===== config.mk =====
export PLATFORM = sky130hd
export DESIGN_NAME = control_sequencer_flat
export DESIGN_NICKNAME = d
export VERILOG_FILES = /design/src/rtl/control_sequencer_if.sv /design/src/rtl/control_sequencer.sv /design/src/flat_wrapper.sv
export SDC_FILE = /design/constraint.sdc
export NUM_CORES = 1
export LEC_CHECK = 0
export ABC_AREA = 1
export CAP_MARGIN = 20
export CORE_MARGIN = 2
export CORE_UTILIZATION = 33
export CTS_CLUSTER_DIAMETER = 100
export DETAILED_ROUTE_END_ITERATION = 8
export HOLD_SLACK_MARGIN = 0.03
export PLACE_DENSITY = 0.81
export SYNTH_ARGS = -nofsm -noshare
export SYNTH_HDL_FRONTEND = slang
export SYNTH_SLANG_ARGS = --single-unit

===== constraint.sdc =====
create_clock -name clock -period 3.6 [get_ports clock]
set_input_delay 0.72 -clock clock [delete_from_list [all_inputs] [get_ports clock]]
set_output_delay 0.72 -clock clock [all_outputs]
set_load 0.005 [all_outputs]

===== src/rtl/control_sequencer_if.sv =====
// Bundle between the control sequencer and the single-bus datapath.
// master: sequencer (drives strobes, reads IR/stop); slave: datapath side.
interface control_sequencer_if;
    logic [31:0] IR;
    logic        stop;
    logic        run;
    logic        Gra, Grb, Grc, Rin, Rout, BAout, Cout;
    logic        PCout, IncPC, MARin, MDRin, MDRout, read, IRin;
    logic        Yin, Zin, Zlowout, Zhighout, HIin, LOin, HIout, LOout;
    logic [7:0]  ALU_control;

    modport master (
        input  IR, stop,
        output run, Gra, Grb, Grc, Rin, Rout, BAout, Cout,
        output PCout, IncPC, MARin, MDRin, MDRout, read, IRin,
        output Yin, Zin, Zlowout, Zhighout, HIin, LOin, HIout, LOout,
        output ALU_control
    );

    modport slave (
        output IR, stop,
        input  run, Gra, Grb, Grc, Rin, Rout, BAout, Cout,
        input  PCout, IncPC, MARin, MDRin, MDRout, read, IRin,
        input  Yin, Zin, Zlowout, Zhighout, HIin, LOin, HIout, LOout,
        input  ALU_control
    );
endinterface


===== src/rtl/control_sequencer.sv =====
// Hard-wired fetch/execute control unit for the single-bus datapath.
// Ports: clock, clear (async active-low), bus (IR/stop in, strobes out).
module control_sequencer (
    input  logic                 clock,
    input  logic                 clear,
    control_sequencer_if.master  bus
);
    localparam logic [4:0] OP_LD   = 5'b00000;
    localparam logic [4:0] OP_ST   = 5'b00010;
    localparam logic [4:0] OP_ADD  = 5'b00011;
    localparam logic [4:0] OP_SHL  = 5'b01000;
    localparam logic [4:0] OP_ADDI = 5'b01100;
    localparam logic [4:0] OP_MUL  = 5'b01111;
    localparam logic [4:0] OP_DIV  = 5'b10000;
    localparam logic [4:0] OP_MFHI = 5'b11000;
    localparam logic [4:0] OP_MFLO = 5'b11001;
    localparam logic [4:0] OP_HALT = 5'b11011;

    typedef enum logic [3:0] {
        T0, T1, T2, T3, T4, T5, T6, T7, PAUSE, HALT
    } state_t;

    state_t     state;
    logic [4:0] opcode;
    logic       unused_ir;
    logic       is_alu, is_addi, is_ld, is_st, is_muldiv;
    logic       is_mfhi, is_mflo, is_halt, is_long;

    assign opcode    = bus.IR[31:27];
    assign unused_ir = ^bus.IR[26:0];

    // add..shl occupy the contiguous opcode range 00011..01000
    assign is_alu    = (opcode >= OP_ADD) && (opcode <= OP_SHL);
    assign is_addi   = (opcode == OP_ADDI);
    assign is_ld     = (opcode == OP_LD);
    assign is_st     = (opcode == OP_ST);
    assign is_muldiv = (opcode == OP_MUL) || (opcode == OP_DIV);
    assign is_mfhi   = (opcode == OP_MFHI);
    assign is_mflo   = (opcode == OP_MFLO);
    assign is_halt   = (opcode == OP_HALT);
    assign is_long   = is_alu | is_addi | is_ld | is_st | is_muldiv;

    // stop is only consulted on an instruction's final step
    always_ff @(posedge clock or negedge clear) begin
        if (!clear) begin
            state <= T0;
        end else begin
            unique case (state)
                T0: state <= T1;
                T1: state <= T2;
                T2: state <= T3;
                T3: begin
                    if (is_halt)      state <= HALT;
                    else if (is_long) state <= T4;
                    else              state <= bus.stop ? PAUSE : T0;
                end
                T4: state <= T5;
                T5: begin
                    if (is_ld || is_st) state <= T6;
                    else                state <= bus.stop ? PAUSE : T0;
                end
                T6: begin
                    if (is_st) state <= bus.stop ? PAUSE : T0;
                    else       state <= T7;
                end
                T7:    state <= bus.stop ? PAUSE : T0;
                PAUSE: state <= bus.stop ? PAUSE : T0;
                HALT:  state <= HALT;
                default: state <= T0;
            endcase
        end
    end

    // Outputs are gated by clear so reset silences every strobe at once
    always_comb begin
        bus.run         = 1'b0;
        bus.Gra         = 1'b0;
        bus.Grb         = 1'b0;
        bus.Grc         = 1'b0;
        bus.Rin         = 1'b0;
        bus.Rout        = 1'b0;
        bus.BAout       = 1'b0;
        bus.Cout        = 1'b0;
        bus.PCout       = 1'b0;
        bus.IncPC       = 1'b0;
        bus.MARin       = 1'b0;
        bus.MDRin       = 1'b0;
        bus.MDRout      = 1'b0;
        bus.read        = 1'b0;
        bus.IRin        = 1'b0;
        bus.Yin         = 1'b0;
        bus.Zin         = 1'b0;
        bus.Zlowout     = 1'b0;
        bus.Zhighout    = 1'b0;
        bus.HIin        = 1'b0;
        bus.LOin        = 1'b0;
        bus.HIout       = 1'b0;
        bus.LOout       = 1'b0;
        bus.ALU_control = 8'h00;
        if (clear) begin
            bus.run = (state != PAUSE) && (state != HALT);
            case (state)
                T0: begin
                    bus.PCout = 1'b1;
                    bus.MARin = 1'b1;
                    bus.IncPC = 1'b1;
                end
                T1: begin
                    bus.read  = 1'b1;
                    bus.MDRin = 1'b1;
                end
                T2: begin
                    bus.MDRout = 1'b1;
                    bus.IRin   = 1'b1;
                end
                T3: begin
                    unique case (1'b1)
                        is_alu, is_addi: begin
                            bus.Grb  = 1'b1;
                            bus.Rout = 1'b1;
                            bus.Yin  = 1'b1;
                        end
                        is_ld, is_st: begin
                            bus.Grb   = 1'b1;
                            bus.BAout = 1'b1;
                            bus.Yin   = 1'b1;
                        end
                        is_muldiv: begin
                            bus.Gra  = 1'b1;
                            bus.Rout = 1'b1;
                            bus.Yin  = 1'b1;
                        end
                        is_mfhi: begin
                            bus.HIout = 1'b1;
                            bus.Gra   = 1'b1;
                            bus.Rin   = 1'b1;
                        end
                        is_mflo: begin
                            bus.LOout = 1'b1;
                            bus.Gra   = 1'b1;
                            bus.Rin   = 1'b1;
                        end
                        default: ;
                    endcase
                end
                T4: begin
                    bus.Zin = 1'b1;
                    if (is_alu) begin
                        bus.Grc         = 1'b1;
                        bus.Rout        = 1'b1;
                        bus.ALU_control = {3'b000, opcode};
                    end else if (is_muldiv) begin
                        bus.Grb         = 1'b1;
                        bus.Rout        = 1'b1;
                        bus.ALU_control = {3'b000, opcode};
                    end else begin
                        // addi/ld/st: base + constant uses the add op
                        bus.Cout        = 1'b1;
                        bus.ALU_control = 8'h03;
                    end
                end
                T5: begin
                    if (is_muldiv) begin
                        bus.HIin = 1'b1;
                        bus.LOin = 1'b1;
                    end else if (is_ld || is_st) begin
                        bus.Zlowout = 1'b1;
                        bus.MARin   = 1'b1;
                    end else begin
                        bus.Zlowout = 1'b1;
                        bus.Gra     = 1'b1;
                        bus.Rin     = 1'b1;
                    end
                end
                T6: begin
                    if (is_st) begin
                        bus.Gra   = 1'b1;
                        bus.Rout  = 1'b1;
                        bus.MDRin = 1'b1;
                    end else begin
                        bus.read  = 1'b1;
                        bus.MDRin = 1'b1;
                    end
                end
                T7: begin
                    bus.MDRout = 1'b1;
                    bus.Gra    = 1'b1;
                    bus.Rin    = 1'b1;
                end
                default: ;
            endcase
        end
    end
endmodule


===== src/flat_wrapper.sv =====
// flat-port wrapper written by rule: the top's interface ports become plain ports
module control_sequencer_flat 
  (clock, clear, bus_IR, bus_stop, bus_run, bus_Gra, bus_Grb, bus_Grc, bus_Rin, bus_Rout, bus_BAout, bus_Cout, bus_PCout, bus_IncPC, bus_MARin, bus_MDRin, bus_MDRout, bus_read, bus_IRin, bus_Yin, bus_Zin, bus_Zlowout, bus_Zhighout, bus_HIin, bus_LOin, bus_HIout, bus_LOout, bus_ALU_control);
  control_sequencer_if bus_i ();
  input  logic clock;
  input  logic clear;
  input wire logic [$bits(bus_i.IR)-1:0] bus_IR;
  input wire logic [$bits(bus_i.stop)-1:0] bus_stop;
  output wire logic [$bits(bus_i.run)-1:0] bus_run;
  output wire logic [$bits(bus_i.Gra)-1:0] bus_Gra;
  output wire logic [$bits(bus_i.Grb)-1:0] bus_Grb;
  output wire logic [$bits(bus_i.Grc)-1:0] bus_Grc;
  output wire logic [$bits(bus_i.Rin)-1:0] bus_Rin;
  output wire logic [$bits(bus_i.Rout)-1:0] bus_Rout;
  output wire logic [$bits(bus_i.BAout)-1:0] bus_BAout;
  output wire logic [$bits(bus_i.Cout)-1:0] bus_Cout;
  output wire logic [$bits(bus_i.PCout)-1:0] bus_PCout;
  output wire logic [$bits(bus_i.IncPC)-1:0] bus_IncPC;
  output wire logic [$bits(bus_i.MARin)-1:0] bus_MARin;
  output wire logic [$bits(bus_i.MDRin)-1:0] bus_MDRin;
  output wire logic [$bits(bus_i.MDRout)-1:0] bus_MDRout;
  output wire logic [$bits(bus_i.read)-1:0] bus_read;
  output wire logic [$bits(bus_i.IRin)-1:0] bus_IRin;
  output wire logic [$bits(bus_i.Yin)-1:0] bus_Yin;
  output wire logic [$bits(bus_i.Zin)-1:0] bus_Zin;
  output wire logic [$bits(bus_i.Zlowout)-1:0] bus_Zlowout;
  output wire logic [$bits(bus_i.Zhighout)-1:0] bus_Zhighout;
  output wire logic [$bits(bus_i.HIin)-1:0] bus_HIin;
  output wire logic [$bits(bus_i.LOin)-1:0] bus_LOin;
  output wire logic [$bits(bus_i.HIout)-1:0] bus_HIout;
  output wire logic [$bits(bus_i.LOout)-1:0] bus_LOout;
  output wire logic [$bits(bus_i.ALU_control)-1:0] bus_ALU_control;
  assign bus_i.IR = bus_IR;
  assign bus_i.stop = bus_stop;
  assign bus_run = bus_i.run;
  assign bus_Gra = bus_i.Gra;
  assign bus_Grb = bus_i.Grb;
  assign bus_Grc = bus_i.Grc;
  assign bus_Rin = bus_i.Rin;
  assign bus_Rout = bus_i.Rout;
  assign bus_BAout = bus_i.BAout;
  assign bus_Cout = bus_i.Cout;
  assign bus_PCout = bus_i.PCout;
  assign bus_IncPC = bus_i.IncPC;
  assign bus_MARin = bus_i.MARin;
  assign bus_MDRin = bus_i.MDRin;
  assign bus_MDRout = bus_i.MDRout;
  assign bus_read = bus_i.read;
  assign bus_IRin = bus_i.IRin;
  assign bus_Yin = bus_i.Yin;
  assign bus_Zin = bus_i.Zin;
  assign bus_Zlowout = bus_i.Zlowout;
  assign bus_Zhighout = bus_i.Zhighout;
  assign bus_HIin = bus_i.HIin;
  assign bus_LOin = bus_i.LOin;
  assign bus_HIout = bus_i.HIout;
  assign bus_LOout = bus_i.LOout;
  assign bus_ALU_control = bus_i.ALU_control;
  control_sequencer u_core (.clock(clock), .clear(clear), .bus(bus_i));
endmodule

==> impl_results.md, run 1 <==
* Status: complete, no violations
* Registers with the highest flip-flop counts: u_core.state: 4 flops
* Number of max-capacitance violations reported at 0
* Starting Density at 0.340
* Worst-case clock skew at 0.000832 ns
* Register with the most flip-flops: u_core.state
* Buffers inserted during post-CTS setup optimization at 0
* CTS tree: built
* Yosys top cell area share at 0.168
* Worst Path Class, Setup: in2out
* Drt drc at 0
* Half-perimeter wire length after detailed placement at 1.69 mm
* Final worst path period need at 3.37 ns
* Critical Path End Type: primary output
* Worst EP arrival at 2.65 ns
* Vias at 979
* Share of final-layout standard cells stronger than drive strength 1 at 0.133
* Leading post-synthesis cells by cell area: nand2_1 (17%), dfrtp_1 (14%), nor2_1 (12%), nand3_1 (8.8%), inv_1 (7.6%)
* Final core utilization at 0.509
* Final hold viol count at 0
* H-tree depth at 1
* Number of standard cells after synthesis at 139
* # clock sinks at 4
* Count of fill cells added during filler insertion at 236
* Starting DRT DRC Count at 40
* Yosys cell types at 26
* Final ANT Viol Nets at 0
* Setup_tns at 0 ns
* Initial antenna violation count at 0
* Cell area power density at 371 nW/um^2
* Number of buffers inserted by port buffering at 34
* Portion of the clock cycle consumed by the worst path in the final layout at 0.937
* Total number of yosys warnings at 0
* Largest register FFs at 4
* Quantity of hold-fixing buffers added after cts at 0
* Required time worst endpoint at 2.88 ns
* Number of rows created at floorplan at 17
* Achievable clock frequency at 0.296 GHz
* Sequential fraction of the synthesis area at 0.136
* Final number of setup-violating endpoints at 0
* Post-cts repair resize count at 0
* Static power due to leakage at 0.536 nW
* Flip-flop and latch count after synthesis at 4
* Total detailed-routing wirelength at 2.00 mm
* Kind of start point of the critical path: primary input
* Placer Congestion at 0.871
* Average footprint of a synthesized cell at 5.30 sq um
* Via count of the first global-routing pass at 864
* Worst Path Max Fanout at 7
* GRT Overall Usage at 0.163
* Avg Vias per Cell at 4.87
* Growth of design area from synthesis to finish at 49.7%
* Core outline area at 2170 sq um
* Setup repair after global routing missed its margin: no
* Routed length per instance at 9.94 um
* Layout Nets at 210
* Y dimension of the die at 51.3 um
* Worst min-delay path category: reg2reg
* Worst vdd rail ir drop at 358 uV
* Worst-Skew Late Latency at 0.23 ns
* Post-Synthesis Cell Area at 737 sq um
* Root Buffer Master: clkbuf_4
* Wire length of the first global-routing pass at 3.38 mm
* Pin count of the biggest net entering global routing at 12
* Clock Path Buffers at 2
* Number of placed I/O pins at 66
* Number of buffers inserted during clock tree synthesis at 3
* Horizontal extent of the die at 51.3 um
* Antenna cell count at 0
* Residual overflow from global routing at 0
* Floorplan die area at 2630 sq um
* Count of final max-slew check failures at 0
* Number of iterations in the first detailed-routing pass at 4
* Post-synthesis cell type with the largest combined area: nand2_1
* Clock slew at the register clock pins of the worst setup and hold paths at 0.04 ns
-- area by class of cell --
class,instances,area [sq um],share of cell area
Multi-Input combinational cell,109,515,0.467
Timing Repair Buffer,35,348,0.315
Clock buffer,3,22.5,0.0204
Sequential cell,4,100,0.0907
Tap cell,28,35.0,0.0317
Inverter,22,82.6,0.0748
-- worst paths after layout --
kind                                 start              end  slack [ns]  cells after the start
setup / recovery                bus_IR[28]         bus_Rout        0.23                     11
hold / removal             u_core.state[3]  u_core.state[0]        0.63                      3
setup reg to reg           u_core.state[1]  u_core.state[3]        2.27                      6
hold reg to reg            u_core.state[3]  u_core.state[0]        0.63                      3
max in group asynchronous            clear  u_core.state[3]        2.65                      2
min in group asynchronous            clear  u_core.state[1]        0.81                      2
-- metal layers --
metal	up-vias	track usage	part of all wire
li1	498	-	-
met1	443	0.201	0.44
met2	38	0.290	0.51
met3	0	0.0175	0.054
met4	0	0.0614	0
met5	-	0	0
-- report_power, final --
part | internal [mW] | leakage, nW | switching [mW]
Sequential | 0.0622 | 0.0511 | 0.0192
Clock | 0.0372 | 0.0138 | 0.0163
Combinational | 0.122 | 0.471 | 0.152
-- worst max-delay path, stage by stage --
cell and delay, ns:
clkdlybuf4s50_1 0.57, nor2_2 0.24, nand2_1 0.08, nand2_1 0.07, nand2_2 0.12, nand2_4 0.12, nand2_2 0.04, nand2_1 0.05
nor2_1 0.04, nor2_1 0.08, clkdlybuf4s50_1 0.52
-- per-stage QoR --
stage          setup slack (ns)  hold slack [ns]  total power [mW]  cell area [sq um]  cells
2_1_floorplan              1.37            0.424             0.250                748    142
3_3_place_gp              0.249            0.604             0.348               1080    198
3_5_place_dp              0.236            0.635             0.356               1080    198
4_1_cts                   0.238            0.641             0.412               1100    201
5_1_grt                  0.0841            0.668             0.451               1100    201
6_report                  0.226            0.631             0.409               1100    201
-- synth_stat cells --
cell type / instances
conb_1: 1
nand2_4: 1
nor3_1: 7
nor2_1: 24
o21ai_1: 1
inv_1: 15
nor2_4: 2
nand3_1: 13
clkbuf_2: 1
buf_4: 6
a21oi_1: 5
o21ai_2: 1
nand4_1: 1
nor2_2: 4
nand2_1: 33
o22ai_1: 1
nand2_2: 4
dfrtp_1: 4
o21ai_0: 3
clkinv_1: 2
o21a_1: 1
nand3b_1: 1
inv_2: 5
nor4_1: 1
or2_2: 1
a21oi_2: 1
-- logic make-up after synthesis --
group                  Yosys count  synth area share
DFF                              4             0.136
AOI/OAI and AO/OA               13             0.104
buffers and inverters           29             0.180
other                            1           0.00509
and+or+nand+nor                 92             0.576
-- cell usage in the layout (no fill, tap or decap), types with 2 or more instances in the layout --
cell	instances
clkdlybuf4s50_1	34
nand2_1	33
nor2_1	24
inv_1	15
nand3_1	13
nor3_1	7
a21oi_1	5
inv_2	5
nor2_2	4
nand2_2	4
conb_1	4
dfrtp_1	4
o21ai_0	3
clkbuf_4	3
nor2_4	2
clkinv_1	2
Note: power is estimated with default switching activity, not from simulation.
==> run 2, diff against run 1 <==
ABC_CLOCK_PERIOD_IN_PS = 3600   (was unset)
TNS_END_PERCENT = 50   (was unset)
==> results of run 2 <==
The final DEF is identical to that of run 1; final timing and power are the same.
